`config.mk`:
```
export PLATFORM = sky130hd
export DESIGN_NAME = risc_v_mike_load_store_unit
export DESIGN_NICKNAME = d
export VERILOG_FILES = /design/src/rtl/risc_v_mike_pkg.sv /design/src/rtl/risc_v_mike_lsu_align.sv /design/src/rtl/risc_v_mike_load_store_unit.sv
export SDC_FILE = /design/constraint.sdc
export NUM_CORES = 1
export LEC_CHECK = 0
export CORE_UTILIZATION = 47
export DETAILED_ROUTE_END_ITERATION = 8
export PLACE_DENSITY = 0.81
export SYNTH_ARGS = -nofsm -noshare
export SYNTH_HDL_FRONTEND = slang
export SYNTH_HIERARCHICAL = 1
export SYNTH_SLANG_ARGS = --single-unit
```
`constraint.sdc`:
```
create_clock -name clk -period 3.05 [get_ports clk]
set_clock_uncertainty 0.2 [all_clocks]
set_input_delay 0.61 -clock clk [delete_from_list [all_inputs] [get_ports clk]]
set_output_delay 0.61 -clock clk [all_outputs]
set_load 0.05 [all_outputs]
```
`src/rtl/risc_v_mike_pkg.sv`:
```
// Shared types and constants for the risc_v_mike load/store unit.
package risc_v_mike_pkg;

  // Datapath width of the core and of the data memory words
  localparam int DATA_32_W = 32;

  // RV32I load funct3 encodings
  localparam logic [2:0] F3_LB  = 3'b000;
  localparam logic [2:0] F3_LH  = 3'b001;
  localparam logic [2:0] F3_LW  = 3'b010;
  localparam logic [2:0] F3_LBU = 3'b100;
  localparam logic [2:0] F3_LHU = 3'b101;

  // RV32I store funct3 encodings
  localparam logic [2:0] F3_SB  = 3'b000;
  localparam logic [2:0] F3_SH  = 3'b001;
  localparam logic [2:0] F3_SW  = 3'b010;

  // Control states of the load/store unit
  typedef enum logic [1:0] {
    IDLE       = 2'd0,
    LOAD_RESP  = 2'd1,
    STORE_RESP = 2'd2,
    RMW_WRITE  = 2'd3
  } lsu_state_e;

  // True when the access size is a halfword (LH, LHU or SH)
  function automatic logic is_half_access(input logic [2:0] funct3);
    return (funct3[1:0] == 2'b01);
  endfunction

  // True when the access size is a full word (LW or SW)
  function automatic logic is_word_access(input logic [2:0] funct3);
    return (funct3 == F3_LW);
  endfunction

endpackage

```
`src/rtl/risc_v_mike_lsu_align.sv`:
```
// Combinational lane handling: extracts and extends load lanes and merges
// sub-word store data into the word read back from memory.
module risc_v_mike_lsu_align
  import risc_v_mike_pkg::*;
(
  input  logic [2:0]           funct3,
  input  logic [1:0]           byte_off,
  input  logic [DATA_32_W-1:0] rd_word,
  input  logic [DATA_32_W-1:0] wr_data,
  output logic [DATA_32_W-1:0] load_data,
  output logic [DATA_32_W-1:0] merged_word
);

  logic [4:0]           shift;
  logic [DATA_32_W-1:0] shifted;
  logic [DATA_32_W-1:0] lane_mask;
  logic [DATA_32_W-1:0] lane_data;

  assign shift   = {byte_off, 3'b000};
  assign shifted = rd_word >> shift;

  // Pick the addressed lane out of the read word and extend it to 32 bits
  always_comb begin
    load_data = '0;
    case (funct3)
      F3_LB:   load_data = {{24{shifted[7]}}, shifted[7:0]};
      F3_LBU:  load_data = {24'h000000, shifted[7:0]};
      F3_LH:   load_data = {{16{shifted[15]}}, shifted[15:0]};
      F3_LHU:  load_data = {16'h0000, shifted[15:0]};
      F3_LW:   load_data = shifted;
      default: load_data = '0;
    endcase
  end

  // Overlay the new byte/halfword onto the old word at the addressed lane
  always_comb begin
    lane_mask   = '0;
    lane_data   = '0;
    merged_word = wr_data;
    case (funct3)
      F3_SB: begin
        lane_mask   = 32'h0000_00FF << shift;
        lane_data   = (wr_data & 32'h0000_00FF) << shift;
        merged_word = (rd_word & ~lane_mask) | lane_data;
      end
      F3_SH: begin
        lane_mask   = 32'h0000_FFFF << shift;
        lane_data   = (wr_data & 32'h0000_FFFF) << shift;
        merged_word = (rd_word & ~lane_mask) | lane_data;
      end
      default: merged_word = wr_data;
    endcase
  end

endmodule

```
`src/rtl/risc_v_mike_load_store_unit.sv`:
```
// Load/store unit between the core and a word-addressed data memory.
// Word stores go straight out; byte/halfword stores use a read-modify-write.
module risc_v_mike_load_store_unit
  import risc_v_mike_pkg::*;
#(
  parameter int DATA_MEM_DEPTH = 16
) (
  input  logic                 clk,
  input  logic                 rst,
  input  logic                 lsu_req_valid,
  input  logic                 lsu_req_we,
  input  logic [2:0]           lsu_req_funct3,
  input  logic [DATA_32_W-1:0] lsu_req_addr,
  input  logic [DATA_32_W-1:0] lsu_req_wr_data,
  output logic                 lsu_req_ready,
  output logic                 lsu_resp_valid,
  output logic [DATA_32_W-1:0] lsu_resp_rd_data,
  output logic                 lsu_resp_misaligned,
  output logic                 lsu_resp_addr_err,
  output logic [DATA_32_W-1:0] data_mem_addr,
  output logic                 data_mem_write,
  output logic [DATA_32_W-1:0] data_mem_wr_data,
  input  logic [DATA_32_W-1:0] data_mem_rd_data
);

  localparam logic [DATA_32_W-1:0] DEPTH_W = DATA_32_W'(DATA_MEM_DEPTH);

  lsu_state_e           state_q;
  lsu_state_e           state_d;
  logic [DATA_32_W-1:0] rmw_word_q;
  logic [DATA_32_W-1:0] rmw_index_q;
  logic [DATA_32_W-1:0] rd_data_q;
  logic                 misaligned_q;
  logic                 addr_err_q;

  logic [DATA_32_W-1:0] word_index;
  logic                 unsupported;
  logic                 req_misaligned;
  logic                 req_addr_err;
  logic                 req_fault;
  logic                 accept;
  logic [DATA_32_W-1:0] load_ext;
  logic [DATA_32_W-1:0] merged_word;

  assign word_index = {2'b00, lsu_req_addr[DATA_32_W-1:2]};
  assign accept     = lsu_req_valid & lsu_req_ready;

  risc_v_mike_lsu_align u_align (
    .funct3      (lsu_req_funct3),
    .byte_off    (lsu_req_addr[1:0]),
    .rd_word     (data_mem_rd_data),
    .wr_data     (lsu_req_wr_data),
    .load_data   (load_ext),
    .merged_word (merged_word)
  );

  // Classify the incoming request: unsupported size, misalignment, range
  always_comb begin
    unsupported = 1'b0;
    if (lsu_req_we) begin
      unsupported = (lsu_req_funct3 > F3_SW);
    end else begin
      unsupported = !(lsu_req_funct3 inside {F3_LB, F3_LH, F3_LW, F3_LBU, F3_LHU});
    end
    req_misaligned = unsupported
                   | (is_half_access(lsu_req_funct3) & lsu_req_addr[0])
                   | (is_word_access(lsu_req_funct3) & (|lsu_req_addr[1:0]));
    req_addr_err   = (word_index >= DEPTH_W);
    req_fault      = req_misaligned | req_addr_err;
  end

  // State register
  always_ff @(posedge clk) begin
    if (rst) begin
      state_q <= IDLE;
    end else begin
      state_q <= state_d;
    end
  end

  // Next-state logic and memory/handshake outputs; reset overrides everything
  always_comb begin
    state_d          = state_q;
    lsu_req_ready    = 1'b0;
    lsu_resp_valid   = 1'b0;
    data_mem_write   = 1'b0;
    data_mem_addr    = word_index;
    data_mem_wr_data = lsu_req_wr_data;
    case (state_q)
      IDLE: begin
        lsu_req_ready = 1'b1;
        if (lsu_req_valid) begin
          if (req_fault) begin
            state_d = STORE_RESP;
          end else if (!lsu_req_we) begin
            state_d = LOAD_RESP;
          end else if (lsu_req_funct3 == F3_SW) begin
            data_mem_write = 1'b1;
            state_d        = STORE_RESP;
          end else begin
            state_d = RMW_WRITE;
          end
        end
      end
      RMW_WRITE: begin
        data_mem_write   = 1'b1;
        data_mem_addr    = rmw_index_q;
        data_mem_wr_data = rmw_word_q;
        state_d          = STORE_RESP;
      end
      LOAD_RESP, STORE_RESP: begin
        lsu_resp_valid = 1'b1;
        state_d        = IDLE;
      end
      default: state_d = IDLE;
    endcase
    if (rst) begin
      state_d        = IDLE;
      lsu_req_ready  = 1'b0;
      lsu_resp_valid = 1'b0;
      data_mem_write = 1'b0;
    end
  end

  // Capture response data, fault flags and the read-modify-write word on accept
  always_ff @(posedge clk) begin
    if (rst) begin
      rd_data_q    <= '0;
      misaligned_q <= 1'b0;
      addr_err_q   <= 1'b0;
      rmw_word_q   <= '0;
      rmw_index_q  <= '0;
    end else if (accept) begin
      misaligned_q <= req_misaligned;
      addr_err_q   <= req_addr_err;
      rd_data_q    <= (!req_fault && !lsu_req_we) ? load_ext : '0;
      if (!req_fault && lsu_req_we && (lsu_req_funct3 != F3_SW)) begin
        rmw_word_q  <= merged_word;
        rmw_index_q <= word_index;
      end
    end
  end

  assign lsu_resp_rd_data    = rd_data_q;
  assign lsu_resp_misaligned = misaligned_q;
  assign lsu_resp_addr_err   = addr_err_q;

endmodule

```
==> results.py <==
metrics = {
    "placed_design": {
        "io_buffer_count": 201,
        "pre_cts_ws_ns": -0.1976,
        "place_area_um2": 8658,
        "place_congestion": 0.9255,
        "hpwl_um": 16300,
    },
    "synthesis": {
        "synth_area_leaders": "dfxtp_1 (31%), mux2_2 (12%), a22o_1 (6.7%), o31ai_1 (5.5%), mux2i_1 (4.6%)",
        "ys_dominant_reg_cell": "dfxtp_1",
        "ys_ff_latch": 98,
        "ys_async_sr_fraction_pct": 0,
        "syn_area_um2": 6252,
        "synth_top_area_cell": "dfxtp_1",
        "synth.top_cell.area_share_pct": 31.38,
        "syn_inst": 686,
        "seq_area_frac_synth_pct": 31.38,
        "synth_enable_flop_cells": 0,
        "yosysWarnings": 6,
        "ys_types": 52,
        "avgSynthCellArea_um2": 9.114,
    },
    "timing": {
        "setup_viol": 0,
        "final.min_clock_period_ns": 2.978,
        "period_share_pct": 97.64,
        "setup_ws_ns": 0.07183,
        "hold_viol_final": 0,
        "drv_slew": 0,
        "fmax_mhz": 335.8,
        "slew_headroom_pct": 61.16,
        "worst_pin_slew_ns": 0.5827,
    },
    "cells_and_area": {
        "final_nets": 980,
        "area_growth_pct": 45.55,
        "diodes": 0,
        "drive_above_1_share_pct": 24.66,
        "stdcell_area_um2": 9100,
    },
    "worst_setup_path": {
        "r2r_cells": 7,
        "worst_path_max_delay_cell": "clkdlybuf4s50_1",
        "setup.worst_path.end_class": "output pin",
        "crit_cells": 6,
        "required_ns": 2.24,
        "crit_chain": "clkdlybuf4s50_1, a221oi_2, nor2_2, nor4_4, o21a_1, buf_12",
        "cp_data_arrival_time_ns": 2.17,
        "cp_max_fo": 4,
        "cpPeakStageDelay_ns": 0.53,
        "crit_type": "in -> out",
        "critPathBufInv": 2,
        "cp_top_family": "buffers and inverters",
        "cp-start-kind": "input port",
    },
    "clocking": {
        "clockRootBuffer": "clkbuf_16",
        "cts_tree": "built",
        "clk_latency_ns": 0.35,
        "holdBufCountCts": 0,
        "clockBufferDepth": 2,
        "cts_sinks": 98,
        "htree_levels": 3,
        "cts_buffers": 9,
        "clk_pin_slew_ns": 0.07,
    },
    "power_and_ir_drop": {
        "combPwrFrac_pct": 27.1,
        "p_int_mw": 2.335,
        "switchingPower_mw": 1.034,
        "clkPwrFrac_pct": 34.8,
        "ir_drop_uv": 251.6,
        "power.share.sequential_pct": 38.1,
        "power_density_nw_per_um2": 370.2,
        "p_leak_nw": 3.660,
        "p_sw_share_pct": 30.69,
    },
    "global_route": {
        "overflow": 0,
        "grt_max_degree": 44,
        "grt_pass1_vias": 6265,
        "met1_usage_pct": 42.22,
        "use_met3_pct": 5.885,
        "use_met2_pct": 50.26,
        "antenna_found_initial": 0,
        "busiest_layer": "met2",
        "grt_pass1_wl_um": 34970,
        "grtUsageTotal_pct": 32.12,
    },
    "detailed_routing": {
        "postRouteAntennaNets": 0,
        "firstDrtPassIters": 8,
        "vias_per_cell": 6.241,
        "post_drt_wl_per_cell_um": 21.16,
        "drt_first_iter_violations": 692,
        "vias": 6541,
        "drc": 0,
        "routed_wl_um": 22180,
    },
    "die": {
        "fp-row-count": 41,
        "fp.dieW_um": 117.3,
        "io_pins": 204,
        "fp.dieH_um": 117.3,
        "initial_core_util_pct": 48.95,
        "dieArea_um2": 13770,
        "core_area_um2": 12770,
    },
    "hold_path": {
        "worstHoldPathType": "reg -> reg",
        "hold_depth": 1,
    },
    "outcome": {
        "status": "finished clean",
    },
    "flow_run": {
        "max_cap_viol_count": 0,
    },
}
-- layout by cell type, fill, tap and decap left out, drive strengths merged, types with 6 or more instances in the layout --
cell type,count
a221oi,17
clkbuf,11
mux2,65
o31ai,46
dlygate4sd2,8
a211oi,20
nand4,37
inv,11
nor2b,17
nor4,10
o21ai,25
a222oi,8
buf,111
clkdlybuf4s50,115
a21o,15
and2,28
mux2i,29
nand2,32
a21oi,41
nor2,16
nand2b,8
o2bb2ai,7
dfxtp,98
ha,6
a22o,48
dlymetal6s2s,12
-- cell usage after synthesis, types with 2 or more instances --
library cell and instances:
nor2b_1 17, nor2_1 16, buf_6 4, a221oi_1 16, o2bb2ai_1 7, mux2_2 65
clkbuf_1 33, dfxtp_1 98, nand2_1 32, buf_4 9, a211oi_1 20, nand3_1 3
buf_2 23, a31oi_1 2, and3_1 2, inv_1 9, ha_1 6, a21oi_1 41
o21ai_0 25, nand2b_1 8, nand4_1 36, a22o_1 48, and2_1 28, a21boi_0 5
nor4_1 5, mux2i_1 29, a222oi_1 8, nor4_2 4, o31ai_1 46, buf_1 3
a21o_1 15, o21a_1 3
-- layout make-up --
| class | count | area [um2] |
|---|---|---|
| tap | 172 | 215.2 |
| timing repair buffer | 246 | 2577 |
| clock buffer | 11 | 242.7 |
| clock inverter | 5 | 61.31 |
| inverter | 10 | 37.54 |
| sequential | 98 | 1962 |
| fill | 921 | 3674 |
| multi-input combinational | 506 | 4004 |
-- power by group through the flow --
stage	Clock, mW	Combinational, mW	Sequential (mW)
2_1_floorplan	0	0.473	1.32
3_3_place_gp	0	0.881	1.31
3_5_place_dp	0	0.889	1.31
4_1_cts	1.19	0.900	1.28
5_1_grt	1.23	0.956	1.28
6_report	1.17	0.914	1.28
-- sequential cells by signal, indices dropped and copies added, names as in the netlist --
| name | count |
|---|---|
| rmw_word_q | 32 |
| lsu_resp_misaligned | 1 |
| state_q | 2 |
| lsu_resp_addr_err | 1 |
| lsu_resp_rd_data | 32 |
| rmw_index_q | 30 |
-- metal layers --
metal / up-vias / routed length, um
li1: 3014 / -
met1: 3092 / 9408
met2: 372 / 10110
met3: 63 / 1806
met4: 0 / 848
met5: - / 0
-- cell families (layout without fill, tap and decap cells) --
family,Yosys count,after routing,synth area share [%]
multiplexers,95,95,16.71
adder cells (fa/ha/maj),6,6,1.201
other,1,2,0.05998
AO/OA/AOI/OAI,244,244,29.16
buffers and inverters,83,272,6.484
flip-flops,98,98,31.38
AND/OR/NAND/NOR,159,159,15.01
-- stage by stage --
| step | hold WS, ns | util [%] | setup TNS (ns) | cells | total power [mW] |
|---|---|---|---|---|---|
| CTS | 0.2635 | 70.72 | 0 | 1047 | 3.372 |
| finish | 0.2629 | 71.24 | 0 | 1048 | 3.369 |
| floorplan | 0.2239 | - | 0 | 687 | 1.794 |
| global placement | 0.2367 | 67.78 | -0.1750 | 1031 | 2.195 |
| global route | 0.2820 | 71.24 | -0.007776 | 1048 | 3.473 |
| detailed placement | 0.2425 | 67.78 | -0.1976 | 1031 | 2.203 |
-- worst paths after layout --
kind | slack [ns] | from | end
hold / removal | 0.26 | rmw_index_q[10] | rmw_index_q[10]
setup reg to reg | 0.72 | state_q[0] | rmw_index_q[5]
setup / recovery | 0.07 | lsu_req_we | data_mem_write
hold reg to reg | 0.26 | rmw_index_q[10] | rmw_index_q[10]
-- timing repair --
| item | in CTS | in global routing |
|---|---|---|
| setup buffers | 0 | 1 |
| resized for setup | 19 | 16 |
| endpoints found under the setup margin | 1 | 1 |
| pin swaps | 7 | 10 |
Power figures use the tool's default switching activity.
